--- config.mk ---
export PLATFORM = sky130hd
export DESIGN_NAME = toggle_period_meter
export DESIGN_NICKNAME = d
export VERILOG_FILES = /design/src/rtl/toggle_period_meter.sv
export SDC_FILE = /design/constraint.sdc
export NUM_CORES = 1
export LEC_CHECK = 0
export BUFFER_PORTS_ARGS = -buffer_cell sky130_fd_sc_hd__buf_4
export CAP_MARGIN = 15
export CORE_MARGIN = 2
export CORE_UTILIZATION = 35
export DETAILED_ROUTE_END_ITERATION = 8
export GPL_ROUTABILITY_DRIVEN = 0
export GPL_TIMING_DRIVEN = 0
export PLACE_DENSITY_LB_ADDON = 0.1
export RECOVER_POWER = 100
export REMOVE_ABC_BUFFERS = 1
export SLEW_MARGIN = 20
export SYNTH_ARGS = -nofsm -noshare
export SYNTH_HDL_FRONTEND = slang
export SYNTH_SLANG_ARGS = --single-unit
--- constraint.sdc ---
create_clock -name sys_clk -period 2.7 [get_ports sys_clk]
set_clock_uncertainty 0.15 [all_clocks]
set_input_delay 0.675 -clock sys_clk [delete_from_list [all_inputs] [get_ports sys_clk]]
set_output_delay 0.675 -clock sys_clk [all_outputs]
set_load 0.005 [all_outputs]
--- src/rtl/toggle_period_meter.sv ---
// Measures sys_clk cycles between successive edges of an asynchronous toggling input.
// Optional in-range check of each interval is enabled by defining PERIOD_CHECK_EN.
module toggle_period_meter #(
  parameter int               CNT_W       = 25,
  parameter logic [CNT_W-1:0] TIMEOUT_MAX = CNT_W'(29_999_999),
  parameter logic [CNT_W-1:0] EXP_CNT     = CNT_W'(25_000_000),
  parameter logic [CNT_W-1:0] TOL         = CNT_W'(1_000)
) (
  input  logic             sys_clk,
  input  logic             sys_rst,
  input  logic             sig_in,
  output logic [CNT_W-1:0] period_out,
  output logic             period_vld,
  output logic             timeout,
  output logic [7:0]       edge_cnt
`ifdef PERIOD_CHECK_EN
  ,
  output logic             period_ok
`endif
);

  typedef enum logic [1:0] {IDLE, RUN, LOST} state_t;

  state_t           state, state_nxt;
  logic             sig_s1, sig_s2, sig_d;
  logic             sig_edge;
  logic [CNT_W-1:0] cnt, cnt_nxt;
  logic [CNT_W-1:0] period_nxt;
  logic             vld_nxt;
  logic             timeout_nxt;
  logic             cnt_at_limit;

  // Two-flop synchronizer plus one delay stage for edge detection of either polarity.
  always_ff @(posedge sys_clk) begin
    if (sys_rst) begin
      sig_s1 <= 1'b0;
      sig_s2 <= 1'b0;
      sig_d  <= 1'b0;
    end else begin
      sig_s1 <= sig_in;
      sig_s2 <= sig_s1;
      sig_d  <= sig_s2;
    end
  end

  assign sig_edge     = sig_s2 ^ sig_d;
  assign cnt_at_limit = (cnt == TIMEOUT_MAX - CNT_W'(1));

  always_ff @(posedge sys_clk) begin
    if (sys_rst) begin
      state      <= IDLE;
      cnt        <= '0;
      period_out <= '0;
      period_vld <= 1'b0;
      timeout    <= 1'b0;
      edge_cnt   <= '0;
    end else begin
      state      <= state_nxt;
      cnt        <= cnt_nxt;
      period_out <= period_nxt;
      period_vld <= vld_nxt;
      timeout    <= timeout_nxt;
      edge_cnt   <= edge_cnt + {7'd0, sig_edge};
    end
  end

  always_comb begin
    state_nxt = state;
    case (state)
      IDLE:    if (sig_edge) state_nxt = RUN;
      RUN:     if (!sig_edge && cnt_at_limit) state_nxt = LOST;
      LOST:    if (sig_edge) state_nxt = RUN;
      default: state_nxt = IDLE;
    endcase
  end

  // An edge coinciding with the last counting cycle still reports a valid interval.
  always_comb begin
    cnt_nxt     = '0;
    period_nxt  = period_out;
    vld_nxt     = 1'b0;
    timeout_nxt = timeout;
    case (state)
      RUN: begin
        if (sig_edge) begin
          period_nxt = cnt + CNT_W'(1);
          vld_nxt    = 1'b1;
        end else if (cnt_at_limit) begin
          timeout_nxt = 1'b1;
        end else begin
          cnt_nxt = cnt + CNT_W'(1);
        end
      end
      LOST:    if (sig_edge) timeout_nxt = 1'b0;
      default: ;
    endcase
  end

`ifdef PERIOD_CHECK_EN
  logic [CNT_W:0] meas_w;
  logic           meas_in_range;

  // Bounds compared one bit wider so EXP_CNT-TOL and EXP_CNT+TOL cannot wrap.
  assign meas_w        = {1'b0, cnt} + (CNT_W+1)'(1);
  assign meas_in_range = (meas_w + {1'b0, TOL} >= {1'b0, EXP_CNT}) &&
                         (meas_w <= {1'b0, EXP_CNT} + {1'b0, TOL});

  always_ff @(posedge sys_clk) begin
    if (sys_rst) begin
      period_ok <= 1'b0;
    end else if (state == RUN) begin
      if (sig_edge) period_ok <= meas_in_range;
      else if (cnt_at_limit) period_ok <= 1'b0;
    end
  end
`else
  logic unused_check_params;
  assign unused_check_params = ^{EXP_CNT, TOL};
`endif

endmodule
==> results by group, run 1 <==
Status
  • Status: complete, no violations

Synth
  • Yosys cell types: 35
  • Synth Instances: 276
  • Yosys warns: 0
  • Top post-synthesis cells by area: dfxtp_1, nor2_1, a211oi_1
  • Ys flop type: dfxtp_1
  • Sequential fraction of the synthesis area: 50.36%
  • Synthesized flop and latch total: 65
  • Synth top area share: 50.36%
  • Synth Cell Area: 2584 µm²
  • Avg Cell Area, Syn: 9.361 µm²
  • Post-synth ARST share: 0%
  • Post-synth EDFFs: 0
  • Dominant cell type by area after synthesis: dfxtp_1

Floorplan
  • Die area: 8086 µm²
  • Die Span X: 89.92 µm
  • Die height: 89.92 µm
  • Row count: 31
  • Initial core utilization: 35.81%
  • I/O pin count: 38
  • Core area: 7214 µm²

Timing
  • Post-route setup TNS: 0 ns
  • Count of final setup violators: 0
  • Final period util: 94.17%
  • FMAX: 393.3 MHz
  • Final Critical Period: 2.542 ns
  • Final hold vios: 0
  • Rel. slew slack: 54.60%
  • Setup ws final: 0.1575 ns
  • Unrepaired setup endpoints after global routing: no
  • Max Slew Vio Count: 0
  • Least-Margin Pin Slew: 0.6784 ns

Critical path
  • Critical path arrival: 2.59 ns
  • Length in cells of the worst reg-to-reg path: 4
  • Reg-to-reg endpoint: cnt[12]$_SDFF_PP0_
  • CP required: 2.75 ns
  • Crit path kind: flip-flop to flip-flop
  • Reg-to-Reg Start: cnt[10]$_SDFF_PP0_
  • Worst Setup Start Kind: flip-flop
  • Crit path capture type: flip-flop
  • R2R Setup Slk: 0.16 ns
  • Crit path from: cnt[10]$_SDFF_PP0_
  • Crit Path Max Fanout: 25

Clock tree
  • CTS Sinks: 65
  • Worst-path clk slew: 0.06 ns
  • Latest clock arrival within the worst-skew pair: 0.33 ns
  • Buffer depth of the longest clock path: 2
  • # hold bufs at CTS: 0
  • CTS root buf: clkbuf_8
  • H-tree levels: 3
  • CTS tree: built
  • CTS Buf Count: 9

Placement
  • Worst slack, placed: -0.1865 ns
  • Post-DP HPWL: 3.506 mm
  • # port buffers: 37

Worst hold path
  • Worst hold start: sig_s1$_SDFF_PP0_
  • Worst Hold End: sig_s2$_SDFF_PP0_
  • Hold crit path type: flip-flop to flip-flop
  • Hold Path Stages: 1

Pwr
  • Sw frac: 20.91%
  • Gate power share: 3.7%
  • Clock Power Share: 44.8%
  • P_int: 1.508 mW
  • Static Leak: 1.043 nW
  • Cell Pwr Density: 603.0 nW/µm²
  • Reg power frac: 51.6%
  • Max VDD drop: 0.0003233 V
  • P_sw: 398.7 µW

Global route
  • Largest net degree at the start of global routing: 42
  • Grt total ovfl: 0
  • Initial antenna violation count: 0
  • Vias in the first global route: 1914
  • Global Route Usage Sum: 13.92%
  • First-pass GRT wire length: 9.149 mm

Finish
  • Share of layout cells above drive strength 1: 20.25%
  • Layout net count: 318
  • Most frequent cells in the layout: dfxtp_1, nor2_1, clkbuf_4, a211oi_1, xnor2_1
  • Most common cell after layout, fill and taps aside: dfxtp_1
  • N_diodes: 0
  • Layout area overhead: 22.37%

Drt
  • Post-route ant nets: 0
  • DRC violations left: 0
  • Routed len/inst: 12.69 µm
  • DR vias: 2031
  • DR pass1 iterations: 4
  • Drt via density: 4.894
  • Total routed wirelength: 5.265 mm
  • Initial DRC count: 92

Run
  • Max Cap Viol: 0
layer usage:
| metal | GRT usage (%) | vias to the layer above | share of wire [%] |
|---|---|---|---|
| met5 | 0 | - | 0 |
| met4 | 6.538 | 0 | 1.8 |
| met3 | 3.437 | 8 | 4.0 |
| met2 | 20.71 | 39 | 42 |
| met1 | 19.02 | 927 | 52 |
| li1 | - | 1057 | - |
power groups by stage:
| stage | clock, mW | sequential [mW] | combinational (mW) |
|---|---|---|---|
| 3_5_place_dp | 0 | 1.01 | 0.0722 |
| 5_1_grt | 0.922 | 0.985 | 0.0794 |
| 6_report | 0.853 | 0.983 | 0.0700 |
| 4_1_cts | 0.880 | 0.983 | 0.0731 |
| 2_1_floorplan | 0 | 1.01 | 0.0313 |
| 3_3_place_gp | 0 | 1.01 | 0.0690 |
worst max path at each step:
stage                                        endpoint  slack, ns  cells after the start
final                              cnt[12]$_SDFF_PP0_       0.16                      4
after global routing               cnt[12]$_SDFF_PP0_      0.009                      4
after detailed placement           cnt[10]$_SDFF_PP0_      -0.19                      4
after global placement    period_out[17]$_SDFFE_PP0P_      -1.28                      3
after floorplan           period_out[17]$_SDFFE_PP0P_      -0.29                      3
after CTS                 period_out[18]$_SDFFE_PP0P_       0.07                      5
area by class of cell:
type | instances | area, µm²
fill | 768 | 4053
sequential | 65 | 1301
multi-input combinational | 194 | 1216
timing repair buffer | 38 | 301.5
clock buffer | 14 | 172.7
tap | 99 | 123.9
clock inverter | 2 | 35.03
inverter | 3 | 11.26
state kept, by name, indices dropped and copies added (netlist names):
signal      flops
edge_cnt        8
period_out     25
sig_d           1
sig_s2          1
timeout         1
sig_s1          1
period_vld      1
cnt            25
state           2
stage by stage:
stage                     cells  hold WS, ns  total power [mW]  area, µm²  util [%]
after global routing        415       0.3189             1.986       3162     43.83
after floorplan             262       0.2638             1.036       2514         -
after global placement      398       0.2904             1.074       2915     40.41
after detailed placement    399       0.2924             1.077       2950     40.89
after CTS                   415       0.3106             1.937       3166     43.88
final                       415       0.2985             1.906       3162     43.83
cells by family (layout without fill, tap and decap cells):
group,count (synthesis),after routing,synth area share (%)
AO/OA/AOI/OAI,48,48,12.83
AND/OR/NAND/NOR,120,120,24.26
XOR/XNOR,22,22,7.458
adder cells (fa/ha/maj),4,4,1.937
flip-flops,65,65,50.36
buffers and inverters,17,57,3.148
what timing repair did:
item | 4_1_cts | 5_1_grt
buffers inserted | 0 | 0
resized for setup | 1 | 1
endpoints found under the setup margin | 25 | 3
pin swaps | 0 | 0
synthesized netlist by cell type, types with 3 or more instances:
library cell and number:
o21ai_0 7, nand2_1 9, nor2_1 54, a311oi_1 8
nor3_1 5, a21oi_1 9, or3b_2 3, xnor2_1 15
nand4_1 8, a211oi_1 18, o21a_1 4, dfxtp_1 65
nand3_1 8, nor2b_1 8, inv_1 3, xor2_1 7
ha_1 4, clkbuf_1 10, nor4_1 6
worst max-delay path: stages, from the launching register on:
cell     delay [ns]
dfxtp_1        0.36
or4b_2         0.67
or4_4          0.54
o21ai_4        0.56
nor2_1         0.11
No activity file was read; power rests on OpenSTA's default activity.
==> run 2, diff against run 1 <==
--- a/config.mk
+++ b/config.mk
@@ -5,6 +5,7 @@
 export SDC_FILE = /design/constraint.sdc
 export NUM_CORES = 1
 export LEC_CHECK = 0
+export ABC_AREA = 1
 export BUFFER_PORTS_ARGS = -buffer_cell sky130_fd_sc_hd__buf_4
 export CAP_MARGIN = 15
 export CORE_MARGIN = 2
==> run 2 against run 1 <==
Net effect:
- combinational power up 11%
- highest routed layer unchanged
- first-iteration DRC count down 14%
- largest cell class is now multi-input gates
- sequential power about the same
- non-clock buffer count down 1
- utilization down 1.6 points
==> results by group, run 2 <==
Status
  • Status: complete, no violations

Run
  • Max Cap Viol: 0

Global route
  • Global Route Usage Sum: 15.06%
  • Initial antenna violation count: 0
  • Grt total ovfl: 0
  • Vias in the first global route: 2448
  • Largest net degree at the start of global routing: 47
  • First-pass GRT wire length: 10.94 mm

Placement
  • Placement Cell Area: 3328 µm²
  • Post-DP HPWL: 4.567 mm
  • Placed instance count: 564
  • # port buffers: 37

Pwr
  • Static Leak: 1.414 nW
  • Sw frac: 24.79%
  • Cell Pwr Density: 510.9 nW/µm²
  • Max VDD drop: 0.0002299 V
  • Clock Power Share: 40.2%
  • Gate power share: 4.4%
  • P_int: 1.335 mW
  • P_sw: 439.9 µW
  • Reg power frac: 55.4%

Critical path
  • Crit path kind: flip-flop to flip-flop
  • Crit Path Max Fanout: 8
  • CP top delay family: simple AND/OR/NAND/NOR gates
  • Cell mode on critical path: nand2_1
  • CP cell instances: ha_1 > inv_1 > nor2_1 > nand2_1 > nor2_1 > nand2_1 > nand2_1 > nand3_1 > nand2_1 > inv_1
  • Slowest cell delay on critical path: 0.48 ns
  • Worst Setup Start Kind: flip-flop
  • Crit path capture type: flip-flop
  • Critical path buffer and inverter count: 2
  • CP max-delay cell: dfxtp_1
  • CP required: 2.79 ns
  • Critical path arrival: 2.19 ns

Synth
  • Most frequent cells after synthesis: nor2_1, nand2_1, dfxtp_1
  • Synth Cell Area: 2978 µm²
  • Sequential fraction of the synthesis area: 43.70%
  • Avg Cell Area, Syn: 6.909 µm²
  • Post-synth EDFFs: 0
  • Synthesized flop and latch total: 65
  • Synth top area share: 43.70%
  • Ys flop type: dfxtp_1
  • Dominant cell type by area after synthesis: dfxtp_1
  • Synth Instances: 431
  • Top post-synthesis cells by area: dfxtp_1, nor2_1, nand2_1
  • Cell with the most instances after synthesis: nor2_1
  • Yosys warns: 0
  • Yosys cell types: 30
  • Post-synth ARST share: 0%

Finish
  • Most frequent cells in the layout: nor2_1, nand2_1, dfxtp_1, inv_1, clkbuf_4
  • Cell Count, Final, Fillers Out: 580
  • Most common cell after layout, fill and taps aside: nor2_1
  • Fill cell count: 886
  • Layout net count: 477
  • Share of layout cells above drive strength 1: 12.00%
  • Largest regs: cnt: 25 flops, period_out: 25 flops, edge_cnt: 8 flops
  • Layout area overhead: 16.64%
  • N_diodes: 0
  • Final design area excluding fillers: 3473 µm²

Timing
  • Unrepaired setup endpoints after global routing: no
  • Post-route setup TNS: 0 ns
  • Max Slew Vio Count: 0
  • Count of final setup violators: 0
  • Rel. slew slack: 59.29%
  • Least-Margin Pin Slew: 0.6106 ns
  • Final Critical Period: 2.093 ns
  • Final period util: 77.52%
  • FMAX: 477.8 MHz
  • Final hold vios: 0

Floorplan
  • I/O pin count: 38
  • Core area: 8217 µm²
  • Initial core utilization: 36.24%
  • Die height: 96.24 µm
  • Die Span X: 96.24 µm
  • Row count: 33
  • Die area: 9262 µm²

Clock tree
  • H-tree levels: 3
  • CTS root buf: clkbuf_8
  • Post-cts sizing count: 0
  • Worst-path clk slew: 0.07 ns
  • Setup repair bufs after CTS: 0
  • CTS Buf Count: 9
  • # hold bufs at CTS: 0
  • CTS Sinks: 65
  • CTS tree: built
  • Buffer depth of the longest clock path: 2
  • Latest clock arrival within the worst-skew pair: 0.34 ns

Drt
  • Post-route ant nets: 0
  • DR vias: 2605
  • Total routed wirelength: 6.293 mm
  • Routed len/inst: 10.85 µm
  • DRC violations left: 0
  • Initial DRC count: 79
  • DR pass1 iterations: 4
  • Drt via density: 4.491

Worst hold path
  • Hold crit path type: flip-flop to flip-flop
## run 2: layout make-up
cell class / count / area, µm² / share of cell area, %
inverter: 62 / 232.7 / 6.700
multi-input combinational: 295 / 1363 / 39.23
clock inverter: 7 / 47.55 / 1.369
timing repair buffer: 37 / 274.0 / 7.889
tap: 105 / 131.4 / 3.782
sequential: 65 / 1301 / 37.46
clock buffer: 9 / 123.9 / 3.566
## run 2: worst min-delay path, delay by kind of cell (launching register included)
family                 cells  cell delay, ns
flip-flops                 1            0.30
buffers and inverters      1            0.04
AND/OR/NAND/NOR            1            0.03
## run 2: final timing paths
| path | startpoint | end | slack [ns] | depth (start not counted) |
|---|---|---|---|---|
| setup / recovery | cnt[0]$_SDFF_PP0_ | period_out[24]$_SDFFE_PP0P_ | 0.61 | 10 |
| hold / removal | sig_s1$_SDFF_PP0_ | sig_s2$_SDFF_PP0_ | 0.26 | 2 |
| setup reg to reg | cnt[0]$_SDFF_PP0_ | period_out[24]$_SDFFE_PP0P_ | 0.61 | 10 |
| hold reg to reg | sig_s1$_SDFF_PP0_ | sig_s2$_SDFF_PP0_ | 0.26 | 2 |
## run 2: kinds of logic after synthesis
group | count (synthesis) | synth area share, %
AO/OA/AOI/OAI | 46 | 7.773
XOR/XNOR | 8 | 2.353
adder cells (fa/ha/maj) | 4 | 1.681
buffers and inverters | 71 | 9.790
flip-flops | 65 | 43.70
AND/OR/NAND/NOR | 237 | 34.71
## run 2: routing by layer
metal  wire [µm]  global-route usage, %  part of all wire, %  vias to the layer above
met2        2768                  24.54                   44                       34
met5           0                      0                    0                        -
met1        3235                  19.37                   51                     1144
met3         224                  4.229                  3.6                        5
li1            -                      -                    -                     1422
met4          64                  4.286                  1.0                        0
## run 2: through the flow
step / util, % / total power, mW / setup WS, ns / hold WS [ns]
floorplan: - / 1.050 / 1.027 / 0.2383
global placement: 40.51 / 1.087 / 0.7253 / 0.2464
detailed placement: 40.51 / 1.089 / 0.6830 / 0.2481
CTS: 42.59 / 1.813 / 0.7143 / 0.2612
global route: 42.27 / 1.862 / 0.3528 / 0.2979
finish: 42.27 / 1.775 / 0.6069 / 0.2567
## run 2: power by group through the flow
stage | clock network, mW | logic [mW] | registers, mW
6_report | 0.714 | 0.0778 | 0.983
5_1_grt | 0.786 | 0.0912 | 0.984
4_1_cts | 0.746 | 0.0840 | 0.983
3_5_place_dp | 0 | 0.0837 | 1.01
3_3_place_gp | 0 | 0.0825 | 1.00
2_1_floorplan | 0 | 0.0449 | 1.01
==> run 3, diff against run 2 <==
==> constraint.sdc (replaced) <==
create_clock -name sys_clk -period 1.8 [get_ports sys_clk]
set_clock_uncertainty 0.15 [all_clocks]
set_input_delay 0.45 -clock sys_clk [delete_from_list [all_inputs] [get_ports sys_clk]]
set_output_delay 0.45 -clock sys_clk [all_outputs]
set_load 0.005 [all_outputs]
==> run 3 against run 2 <==
Net effect:
- clock power up 51%
- largest power group unchanged
- register-to-register slack got worse by 0.48 ns
- critical path type unchanged
- worst hold slack got worse by 0.084 ns
- first-iteration DRC count up 29%
- combinational power rose by 89%
==> results by group, run 3 (synthesis gave the netlist of run 2 again) <==
Critical path
  • CP cell instances: or2_4 > nand2_4 > inv_4 > ha_2 > ha_2 > nand2_1 > inv_1 > nand4_1 > o21ai_0 > a21oi_1
  • Critical path arrival: 1.81 ns
  • Crit Path Max Fanout: 4
  • CP required: 1.93 ns
  • Slowest cell delay on critical path: 0.33 ns
  • R2R Setup Slk: 0.13 ns
  • Reg-to-reg endpoint: edge_cnt[6]$_SDFF_PP0_
  • Reg-to-Reg Start: sig_s2$_SDFF_PP0_
  • Cell mode on critical path: ha_2
  • Crit path kind: flip-flop to flip-flop
  • Crit path capture type: flip-flop
  • CP max-delay cell: dfxtp_2
  • Worst Setup Start Kind: flip-flop
  • Length in cells of the worst reg-to-reg path: 10

Timing
  • Post-route setup TNS: 0 ns
  • FMAX: 597.5 MHz
  • Max Slew Vio Count: 0
  • Final period util: 92.97%
  • Least-Margin Pin Slew: 0.6889 ns
  • Final hold vios: 0
  • Final Critical Period: 1.674 ns
  • Rel. slew slack: 54.08%
  • Count of final setup violators: 0

Finish
  • Layout net count: 486
  • Most common cell after layout, fill and taps aside: nor2_1
  • N_diodes: 0
  • Final design area excluding fillers: 3657 µm²
  • Most frequent cells in the layout: nor2_1, nand2_1, inv_1, dfxtp_1, clkbuf_4
  • Final core utilization: 44.51%
  • Share of layout cells above drive strength 1: 18.39%
  • Layout area overhead: 22.82%
  • Largest regs: cnt: 25 flops, period_out: 25 flops, edge_cnt: 8 flops

Clock tree
  • Latest clock arrival within the worst-skew pair: 0.34 ns
  • Worst-path clk slew: 0.08 ns
  • CTS root buf: clkbuf_8
  • CTS Buf Count: 9
  • H-tree levels: 3
  • # hold bufs at CTS: 0
  • Buffer depth of the longest clock path: 2
  • CTS Sinks: 65
  • CTS tree: built

Placement
  • Placement Cell Area: 3328 µm²
  • # port buffers: 37
  • Post-DP HPWL: 4.567 mm

Status
  • Status: complete, no violations

Drt
  • Drt via density: 4.599
  • Initial DRC count: 102
  • DR pass1 iterations: 4
  • Post-route ant nets: 0
  • Total routed wirelength: 7.264 mm
  • DRC violations left: 0
  • Routed len/inst: 12.33 µm
  • DR vias: 2709

Floorplan
  • Die height: 96.24 µm
  • Row count: 33
  • Die area: 9262 µm²
  • I/O pin count: 38
  • Core area: 8217 µm²
  • Die Span X: 96.24 µm
  • Initial core utilization: 36.24%

Pwr
  • Sw frac: 25.33%
  • P_int: 2.014 mW
  • P_sw: 683.1 µW
  • Gate power share: 5.4%
  • Reg power frac: 54.6%
  • Static Leak: 1.476 nW
  • Clock Power Share: 39.9%
  • Cell Pwr Density: 737.4 nW/µm²
  • Max VDD drop: 0.0003439 V

Global route
  • First-pass GRT wire length: 11.52 mm
  • Initial antenna violation count: 0
  • Largest net degree at the start of global routing: 33
  • Global Route Usage Sum: 15.94%
  • Grt total ovfl: 0
  • Vias in the first global route: 2509

Worst hold path
  • Hold Path Stages: 3
  • Worst Hold End: sig_s1$_SDFF_PP0_
  • Hold crit path type: primary input to flip-flop
  • Worst hold start: sig_in

Run
  • Max Cap Viol: 0
run 3: cell count changes in the layout (fill, tap and decap cells not counted), moves of 3 or more:
cell,change
ha_1,-3
buf_4,+4
nand2_4,+4
nor2_1,-7
ha_2,+3
nor2_2,+3
dfxtp_1,-4
nand2_1,-3
nor2_4,+7
dfxtp_2,+3
run 3: stage by stage:
step / setup slack, ns / cells / hold WS (ns) / power [mW]
after detailed placement: -0.1781 / 564 / 0.2481 / 1.634
after global placement: -0.1584 / 564 / 0.2464 / 1.631
final: 0.1265 / 589 / 0.1723 / 2.697
after global routing: -0.0006275 / 589 / 0.1809 / 2.830
after CTS: 0.003552 / 584 / 0.1586 / 2.733
after floorplan: 0.1267 / 422 / 0.2383 / 1.575
run 3: worst max-delay path by stage:
stage / from / end / depth (start not counted)
after global placement: state[0]$_SDFFE_PP0P_ / period_out[5]$_SDFFE_PP0P_ / 6
final: sig_s2$_SDFF_PP0_ / edge_cnt[6]$_SDFF_PP0_ / 10
after detailed placement: state[0]$_SDFFE_PP0P_ / period_out[10]$_SDFFE_PP0P_ / 6
after global routing: state[0]$_SDFFE_PP0P_ / period_out[12]$_SDFFE_PP0P_ / 7
after CTS: cnt[0]$_SDFF_PP0_ / period_out[10]$_SDFFE_PP0P_ / 7
after floorplan: sig_s2$_SDFF_PP0_ / edge_cnt[7]$_SDFF_PP0_ / 11
run 3: final cells by class:
cell class / count / area (µm²)
clock inverters: 7 / 47.55
fillers: 876 / 4559
well taps: 105 / 131.4
multi-input cells: 299 / 1501
flip-flops and latches: 65 / 1309
clock buffers: 9 / 123.9
repair buffers: 42 / 309.0
inverters: 62 / 235.2
run 3: power groups by stage:
stage / Clock (mW) / Combinational, mW / Sequential [mW]
after floorplan: 0 / 0.0674 / 1.51
after global placement: 0 / 0.124 / 1.51
after detailed placement: 0 / 0.126 / 1.51
after CTS: 1.12 / 0.140 / 1.47
after global routing: 1.19 / 0.168 / 1.48
final: 1.08 / 0.147 / 1.47
run 3: critical path: cells and delay by family (launching register included):
| family | cells | cell delay, ns |
|---|---|---|
| buf+inv | 2 | 0.11 |
| compound gates | 2 | 0.20 |
| flops | 1 | 0.33 |
| simple gates | 4 | 0.48 |
| fa+ha+maj | 2 | 0.35 |
run 3: what timing repair did:
action | in CTS | in global routing
hold endpoints to repair | 0 | 0
resized for setup | 7 | 24
setup endpoints to repair | 38 | 48
gates cloned | 1 | 3
buffers inserted | 3 | 2
pin swaps | 3 | 7
run 3: per-layer routing:
| layer | global-route usage [%] | vias to the layer above | wire (µm) |
|---|---|---|---|
| li1 | - | 1448 | - |
| met1 | 20.56 | 1206 | 3592 |
| met2 | 26.22 | 50 | 3294 |
| met3 | 4.229 | 5 | 312 |
| met4 | 4.286 | 0 | 64 |
| met5 | 0 | - | 0 |
